--- config.mk ---
export PLATFORM = sky130hd
export DESIGN_NAME = dm_frame_reader
export DESIGN_NICKNAME = d
export VERILOG_FILES = /design/src/rtl/dm_pkg.sv /design/src/rtl/dm_skid_buf.sv /design/src/rtl/dm_frame_reader.sv
export SDC_FILE = /design/constraint.sdc
export NUM_CORES = 1
export LEC_CHECK = 0
export CAP_MARGIN = 40
export CORE_ASPECT_RATIO = 1.75
export CORE_MARGIN = 3
export CORE_UTILIZATION = 50
export CTS_CLUSTER_DIAMETER = 30
export DETAILED_ROUTE_END_ITERATION = 8
export GPL_TIMING_DRIVEN = 0
export PLACE_DENSITY = 0.8
export SYNTH_ARGS = -nofsm -noshare
export SYNTH_HDL_FRONTEND = slang
export SYNTH_SLANG_ARGS = --single-unit
--- constraint.sdc ---
create_clock -name clk -period 3.2 [get_ports clk]
set_input_delay 0.64 -clock clk [delete_from_list [all_inputs] [get_ports clk]]
set_output_delay 0.64 -clock clk [all_outputs]
set_load 0.01 [all_outputs]
--- src/rtl/dm_pkg.sv ---
// Shared definitions for the DM frame RAM reader: RAM geometry and reader FSM states.
package dm_pkg;

    localparam int DM_RAM_AW    = 5;
    localparam int DM_RAM_DW    = 16;
    localparam int DM_RAM_DEPTH = 1 << DM_RAM_AW;

    typedef enum logic [1:0] {
        ST_IDLE  = 2'd0,
        ST_ISSUE = 2'd1,
        ST_DRAIN = 2'd2
    } dm_state_t;

endpackage

--- src/rtl/dm_skid_buf.sv ---
// Two-entry FIFO of {last, data}. The head register keeps its last value when
// the buffer empties, so the stream data holds steady between words.
module dm_skid_buf #(
    parameter int W = 17
) (
    input  logic         clk,
    input  logic         arst_n,
    input  logic         push,
    input  logic [W-1:0] data_in,
    input  logic         pop,
    output logic [W-1:0] data_out,
    output logic         valid,
    output logic [1:0]   occupancy
);

    logic [W-1:0] head_q;
    logic [W-1:0] tail_q;
    logic [1:0]   occ_q;
    logic         pop_ok;

    assign pop_ok = pop && (occ_q != 2'd0);

    always_ff @(posedge clk or negedge arst_n) begin
        if (!arst_n) begin
            head_q <= '0;
            tail_q <= '0;
            occ_q  <= 2'd0;
        end else begin
            case ({push, pop_ok})
                2'b10: begin
                    if (occ_q == 2'd0) head_q <= data_in;
                    else               tail_q <= data_in;
                    occ_q <= occ_q + 2'd1;
                end
                2'b01: begin
                    if (occ_q == 2'd2) head_q <= tail_q;
                    occ_q <= occ_q - 2'd1;
                end
                2'b11: begin
                    // Simultaneous push and pop: occupancy unchanged, entries advance.
                    if (occ_q == 2'd1) begin
                        head_q <= data_in;
                    end else begin
                        head_q <= tail_q;
                        tail_q <= data_in;
                    end
                end
                default: ;
            endcase
        end
    end

    assign data_out  = head_q;
    assign valid     = (occ_q != 2'd0);
    assign occupancy = occ_q;

endmodule

--- src/rtl/dm_frame_reader.sv ---
// Read-side sequencer for the DM frame RAM: walks COUNT addresses from START_ADDR,
// absorbs the one-cycle RAM latency and streams words out on a valid/ready port.
module dm_frame_reader
    import dm_pkg::*;
#(
    parameter int ADDR_WIDTH = DM_RAM_AW,
    parameter int DATA_WIDTH = DM_RAM_DW
) (
    input  logic                  clk,
    input  logic                  arst_n,
    input  logic                  start,
    input  logic [ADDR_WIDTH-1:0] start_addr,
    input  logic [ADDR_WIDTH:0]   count,
    output logic [ADDR_WIDTH-1:0] raddr,
    output logic                  ren,
    input  logic [DATA_WIDTH-1:0] rd,
    output logic [DATA_WIDTH-1:0] out_data,
    output logic                  out_valid,
    input  logic                  out_ready,
    output logic                  out_last,
    output logic                  busy,
    output logic                  done,
    output logic [1:0]            dbg_state,
    output logic [1:0]            dbg_occupancy
);

    // Stream handshake: a word transfers on a rising edge where out_valid && out_ready.
    // out_valid never drops and out_data/out_last never change until that transfer.

    localparam int CW = ADDR_WIDTH + 1;
    localparam logic [CW-1:0] MAX_COUNT = CW'(1 << ADDR_WIDTH);

    dm_state_t             state_q, state_d;
    logic [ADDR_WIDTH-1:0] addr_q;
    logic [CW-1:0]         remain_q;
    logic                  in_flight_q;
    logic                  last_flight_q;
    logic                  done_q;
    logic [CW-1:0]         count_sat;
    logic [2:0]            pending;
    logic                  pop;
    logic                  issue;
    logic                  last_issue;
    logic                  buf_valid;
    logic [1:0]            buf_occ;
    logic [DATA_WIDTH:0]   buf_out;

    assign count_sat  = (count > MAX_COUNT) ? MAX_COUNT : count;
    assign pop        = buf_valid && out_ready;
    // A read may only be issued if its returning word is guaranteed a buffer slot.
    assign pending    = {1'b0, buf_occ} + {2'b00, in_flight_q};
    assign issue      = (state_q == ST_ISSUE) && (pending < (3'd2 + {2'b00, pop}));
    assign last_issue = issue && (remain_q == CW'(1));

    always_ff @(posedge clk or negedge arst_n) begin
        if (!arst_n) state_q <= ST_IDLE;
        else         state_q <= state_d;
    end

    always_comb begin
        state_d = state_q;
        case (state_q)
            ST_IDLE:  if (start && (count_sat != '0)) state_d = ST_ISSUE;
            ST_ISSUE: if (last_issue)                 state_d = ST_DRAIN;
            ST_DRAIN: if (pop && out_last)            state_d = ST_IDLE;
            default:                                  state_d = ST_IDLE;
        endcase
    end

    always_ff @(posedge clk or negedge arst_n) begin
        if (!arst_n) begin
            addr_q        <= '0;
            remain_q      <= '0;
            in_flight_q   <= 1'b0;
            last_flight_q <= 1'b0;
            done_q        <= 1'b0;
        end else begin
            in_flight_q   <= issue;
            last_flight_q <= last_issue;
            done_q        <= ((state_q == ST_IDLE) && start && (count_sat == '0)) ||
                             ((state_q == ST_DRAIN) && pop && out_last);
            if ((state_q == ST_IDLE) && start) begin
                addr_q   <= start_addr;
                remain_q <= count_sat;
            end else if (issue) begin
                addr_q   <= addr_q + 1'b1;
                remain_q <= remain_q - 1'b1;
            end
        end
    end

    dm_skid_buf #(.W(DATA_WIDTH + 1)) u_buf (
        .clk       (clk),
        .arst_n    (arst_n),
        .push      (in_flight_q),
        .data_in   ({last_flight_q, rd}),
        .pop       (pop),
        .data_out  (buf_out),
        .valid     (buf_valid),
        .occupancy (buf_occ)
    );

    assign raddr         = addr_q;
    assign ren           = issue;
    assign out_data      = buf_out[DATA_WIDTH-1:0];
    assign out_valid     = buf_valid;
    assign out_last      = buf_valid && buf_out[DATA_WIDTH];
    assign busy          = (state_q != ST_IDLE);
    assign done          = done_q;
    assign dbg_state     = state_q;
    assign dbg_occupancy = buf_occ;

endmodule

==> results.cfg, run 1 <==
[grt]
antenna_found_initial = 0
overflow = 0
grt_usage_pct = 19.6
grt_pass1_wl_mm = 9.23
first_global_vias = 2025
grt_max_degree = 38

[drt]
vias_per_cell = 5.53
drc = 0
wl_mm = 5.51
drt_iter0_markers = 89
via_count = 2057
firstDrtPassIters = 4
wl_per_cell_microns = 14.8
antenna_left = 0

[power]
p_int_mw = 2.23
p_leak_nw = 1.49
switchingPower_mw = 1.45
sw_frac_of_total_pct = 39.3
p_per_area_mw_per_mm2 = 1070
p_total_mw = 3.68
p_comb_share_pct = 56.3
peakVddDrop_v = 0.000567
clkPwrFrac_pct = 10.8
pwr-share-seq_pct = 32.9

[setup_path]
crit_path_start = u_buf.occupancy[0]$_DFFE_PN0P_
end_kind = output port
reg2reg_to = u_buf.data_out[16]$_DFFE_PN0P_
critPathBufInv = 2
path_cells = ha_1 -> ha_1 -> nor3b_2 -> o21ai_2 -> inv_2 -> clkdlybuf4s50_1
max_stage_delay_ns = 0.57
cp_max_fo = 9
critPathLaunchType = flop
cp_top_family = buffers and inverters
endpoint = ren
path_class = reg -> out
r2r_start = u_buf.occupancy[0]$_DFFE_PN0P_
crit_required_ns = 2.56
slowest_stage = clkdlybuf4s50_1
critical_path_depth = 6
reg2reg_slack_ns = 0.48
ff2ff_path_depth = 12
crit_top_cell = ha_1
critPathArrivalTime_ns = 2.41

[logic_synthesis]
synth_top_area_cell = dfrtp_1
yosysMostFrequentCell = dfrtp_1
synth-seq-area-share_pct = 49.0
synth.top_cells.by_area = dfrtp_1 (49%), mux2_2 (7.6%), ha_1 (5.7%)
synth-seq-cells = 52
synth_fp_nets = 292
synth_edf_count = 0
syn_inst = 249
netlist_area_sq_mm = 0.00266
ys.flop_type = dfrtp_1
synth_top_cells_by_count = dfrtp_1 (52), nor2_1 (22), a21oi_1 (21), a22oi_1 (18), mux2_2 (18)
ys_async_sr_fraction_pct = 100
ys_types = 45
synth_top_cell_area_share_pct = 49.0
syn_avg_cell_area_sq_um = 10.7
ys_warn_count = 0

[timing]
slew_headroom_pct = 58.0
finalSetupViolCount = 0
period_share_pct = 95.5
fin_setup_tns_ns = 0
worst_pin_slew_ns = 0.628
hold_violations = 0
rsz0062_at_grt = no
worst_slack_ns = 0.145
slew_violations = 0
period_needed_ns = 3.05
fmax_mhz = 327
skew_ns = 0.00743

[place]
hpwl_mm = 4.19
dpl_cell_area_sq_mm = 0.00334
post-place-ws_ns = 0.167
portBuffers = 60
routabilityCongestion = 0.857

[final_layout]
drive_above_1_share_pct = 19.5
area_growth_pct = 29.5
fillers = 412
fin_util_pct = 67.9
num_antenna_cells = 0
final_cell_area_sq_mm = 0.00344
nets = 360

[cts]
cts_hold_buf = 0
cts_root_buf = clkbuf_8
cts_buffers = 5
htree_levels = 2
cts_tree = built
clk_pin_slew_ns = 0.11
clk_latency_ns = 0.31
cts_sinks = 52
cts_max_path_buffers = 2

[floorplanning]
start_util_pct = 52.4
core_sq_mm = 0.00506
die_w_microns = 61.1
fp-row-count = 34
die-area_sq_mm = 0.00625
top_level_ports = 61
die_y_microns = 102

[hold_path]
hold_class = in -> async

[run_status]
outcome = finished, final reports clean

[flow_run]
maxCapViolations = 0
==> worst min-delay path by stage <==
stage | start | to | slack (ns) | depth (start not counted)
2_1_floorplan | arst_n | dbg_state[0]$_DFFE_PN0P_ | 0.34 | 0
3_3_place_gp | u_buf.tail_q[0]$_DFFE_PN0P_ | u_buf.tail_q[0]$_DFFE_PN0P_ | 0.49 | 1
3_5_place_dp | u_buf.tail_q[3]$_DFFE_PN0P_ | u_buf.tail_q[3]$_DFFE_PN0P_ | 0.49 | 1
4_1_cts | arst_n | u_buf.data_out[7]$_DFFE_PN0P_ | 0.23 | 1
5_1_grt | arst_n | u_buf.data_out[7]$_DFFE_PN0P_ | 0.25 | 1
6_report | arst_n | u_buf.data_out[7]$_DFFE_PN0P_ | 0.23 | 1
==> power groups by stage <==
stage | Clock, mW | Combinational [mW] | Sequential, mW
final | 0.398 | 2.07 | 1.21
after CTS | 0.408 | 2.08 | 1.21
after floorplan | 0 | 1.37 | 1.19
after global routing | 0.435 | 2.29 | 1.26
after global placement | 0 | 2.01 | 1.21
after detailed placement | 0 | 2.07 | 1.22
==> state kept, by name (all words and copies together), names as in the netlist <==
register and count:
u_buf.tail_q 17, in_flight_q 1, raddr 5, u_buf.data_out 17
last_flight_q 1, done 1, remain_q 6, u_buf.occupancy 2
dbg_state 2
==> area by class of cell <==
type                    count  area [sq um]  area share, %
flip-flops and latches     52          1300           37.8
multi-input cells         158          1140           33.1
repair buffers             61           616           17.9
plain buffers              25           168           4.87
clock buffers               5          68.8           2.00
well taps                  54          67.6           1.96
inverters                  14          52.6           1.53
clock inverters             3          27.5          0.800
==> layer usage <==
| layer | global-route usage, % | share of wire (%) | vias up | wire length [microns] |
|---|---|---|---|---|
| li1 | - | - | 1006 | - |
| met1 | 22.1 | 40 | 975 | 2190 |
| met2 | 34.6 | 54 | 64 | 2960 |
| met3 | 3.16 | 4.2 | 12 | 230 |
| met4 | 9.35 | 2.3 | 0 | 128 |
| met5 | 0 | 0 | - | 0 |
==> layout by cell type (no fill, tap or decap), drive strengths merged, types with 4 or more instances in the layout <==
master         count
a22oi             18
clkbuf             8
a21oi             22
inv               15
buf               24
mux2              18
nor2              22
nor3               4
o21ai              4
clkdlybuf4s50     59
ha                12
dfrtp             52
nand2             10
nand3              8
==> repair_timing <==
| action | CTS | global route |
|---|---|---|
| setup endpoints to repair | 0 | 1 |
| buffers inserted | 0 | 0 |
| resized for setup | 0 | 1 |
| endpoints found under the hold margin | 0 | 0 |
==> logic make-up after synthesis <==
kind of cell             share of synthesized area (%)
AO/OA/AOI/OAI                                     15.9
XOR/XNOR                                          1.65
adder cells (fa/ha/maj)                           5.65
buffers and inverters                             8.29
flip-flops                                        49.0
multiplexers                                      8.01
AND/OR/NAND/NOR                                   11.5
==> through the flow <==
step,instances,hold slack (ns)
2_1_floorplan,249,0.344
3_3_place_gp,363,0.487
3_5_place_dp,364,0.493
4_1_cts,372,0.229
5_1_grt,372,0.250
6_report,372,0.229
Note: power is estimated with default switching activity, not from simulation.
==> run 2, diff against run 1 <==
--- a/config.mk
+++ b/config.mk
@@ -7,7 +7,7 @@
 export LEC_CHECK = 0
 export CAP_MARGIN = 40
 export CORE_ASPECT_RATIO = 1.75
-export CORE_MARGIN = 3
+export CORE_MARGIN = 2
 export CORE_UTILIZATION = 50
 export CTS_CLUSTER_DIAMETER = 30
 export DETAILED_ROUTE_END_ITERATION = 8
@@ -16,3 +16,4 @@
 export SYNTH_ARGS = -nofsm -noshare
 export SYNTH_HDL_FRONTEND = slang
 export SYNTH_SLANG_ARGS = --single-unit
+export TNS_END_PERCENT = 30
==> run 2 against run 1 <==
Compared with the run above:
- clock power down 5.5%
- non-clock buffer count unchanged
- clock skew down 0.0055 ns
- global-route usage up 1.5 points
- die area down 5.2%
- first-iteration DRC count down 20%
- worst hold slack better by 0.066 ns
- via count up 2.7%
- setup slack better by 0.048 ns
==> results.cfg, run 2 (synthesis gave the netlist of run 1 again) <==
[floorplanning]
core_sq_mm = 0.00521
die_w_microns = 59.1
fp-row-count = 35
top_level_ports = 61
die-area_sq_mm = 0.00593
die_y_microns = 100
start_util_pct = 50.9

[grt]
grt_max_degree = 32
antenna_found_initial = 0
grt_pass1_wl_mm = 9.60
met1_usage_pct = 23.7
first_global_vias = 2131
grt_usage_pct = 21.1
grtUsageMet3_pct = 4.12
overflow = 0
met2_usage_pct = 37.5
grt-busiest-layer = met2

[setup_path]
path_class = reg -> out
crit_top_cell = ha_1
critPathLaunchType = flop
end_kind = output port
slowest_stage = clkdlybuf4s50_1
crit_required_ns = 2.56
ff2ff_path_depth = 12
critPathArrivalTime_ns = 2.37
cp_max_fo = 9
path_cells = ha_1 -> ha_1 -> nor3b_4 -> o21ai_2 -> inv_2 -> clkdlybuf4s50_1
max_stage_delay_ns = 0.57

[timing]
slew_violations = 0
hold_violations = 0
period_needed_ns = 3.01
finalSetupViolCount = 0
fmax_mhz = 333
fin_setup_tns_ns = 0
worst_pin_slew_ns = 0.597
slew_headroom_pct = 60.0
period_share_pct = 94.0
rsz0062_at_grt = no
skew_ns = 0.00193

[cts]
clk_latency_ns = 0.31
htree_levels = 2
clk_pin_slew_ns = 0.09
cts_root_buf = clkbuf_8
cts_max_path_buffers = 2
post_cts_buffers = 0
cts_tree = built
cts_sinks = 52
cts_buffers = 5

[place]
portBuffers = 60
hpwl_mm = 4.29
dp.cells = 365
routabilityCongestion = 0.802
dpl_cell_area_sq_mm = 0.00334

[drt]
drt_iter0_markers = 71
wl_per_cell_microns = 15.4
drc = 0
wl_mm = 5.73
via_count = 2113
antenna_left = 0
firstDrtPassIters = 4
vias_per_cell = 5.66

[power]
p_per_area_mw_per_mm2 = 1070
peakVddDrop_v = 0.000880
p_leak_nw = 1.50

[final_layout]
final_cell_area_sq_mm = 0.00344
fin_util_pct = 66.0
fillers = 431
layout_commonest_cell = clkdlybuf4s50_1
drive_above_1_share_pct = 19.5
stdcell_count = 373
area_growth_pct = 29.5
nets = 360
layout_common_cells = clkdlybuf4s50_1 (59), dfrtp_1 (52), nor2_1 (22)
num_antenna_cells = 0

[flow_run]
maxCapViolations = 0

[hold_path]
hold_class = in -> async

[run_status]
outcome = finished, final reports clean
run 2: metrics by stage:
step | hold WS [ns] | total power [mW] | setup slack, ns
after floorplan | 0.344 | 2.57 | 0.817
after global placement | 0.487 | 3.24 | -0.0635
after detailed placement | 0.493 | 3.32 | 0.141
after CTS | 0.308 | 3.70 | 0.0935
after global routing | 0.318 | 3.98 | 0.0443
final | 0.295 | 3.69 | 0.193
run 2: layout make-up:
type	instances	area (sq um)	share of cell area (%)
inverter	14	52.6	1.53
sequential	52	1300	37.8
clock inverter	3	18.8	0.546
tap	55	68.8	2.00
timing repair buffer	61	616	17.9
clock buffer	5	68.8	2.00
buffer	25	168	4.88
multi-input combinational	158	1140	33.3
run 2: critical path, delay by kind of cell, from the launching register on:
family | cells | cell delay [ns]
and+or+nand+nor | 1 | 0.30
AOI/OAI and AO/OA | 1 | 0.14
buffers and inverters | 2 | 0.75
DFF | 1 | 0.44
adders and majority gates | 2 | 0.43
run 2: path summary, 6_finish.rpt:
kind	end	start	slack [ns]
worst max register to register	u_buf.data_out[2]$_DFFE_PN0P_	u_buf.occupancy[0]$_DFFE_PN0P_	0.45
worst max-delay path	ren	u_buf.occupancy[0]$_DFFE_PN0P_	0.19
max in group asynchronous	remain_q[2]$_DFFE_PN0P_	arst_n	2.36
worst min register to register	u_buf.tail_q[11]$_DFFE_PN0P_	u_buf.tail_q[11]$_DFFE_PN0P_	0.51
worst min-delay path	raddr[1]$_DFFE_PN0P_	arst_n	0.29
min in group clk	u_buf.tail_q[11]$_DFFE_PN0P_	u_buf.tail_q[11]$_DFFE_PN0P_	0.51
run 2: layer usage:
metal | share of wire (%) | up-vias
li1 | - | 1004
met1 | 39 | 1044
met2 | 55 | 55
met3 | 3.6 | 10
met4 | 2.1 | 0
met5 | 0 | -
run 2: power breakdown:
group	switching, mW	internal [mW]
logic	1.01	1.09
registers	0.225	0.990
clock network	0.223	0.153
total	1.46	2.23
run 2: repair_timing:
item / 4_1_cts / 5_1_grt
setup endpoints to repair: 0 / 1
hold buffers: 0 / 0
gates resized for setup: 0 / 2
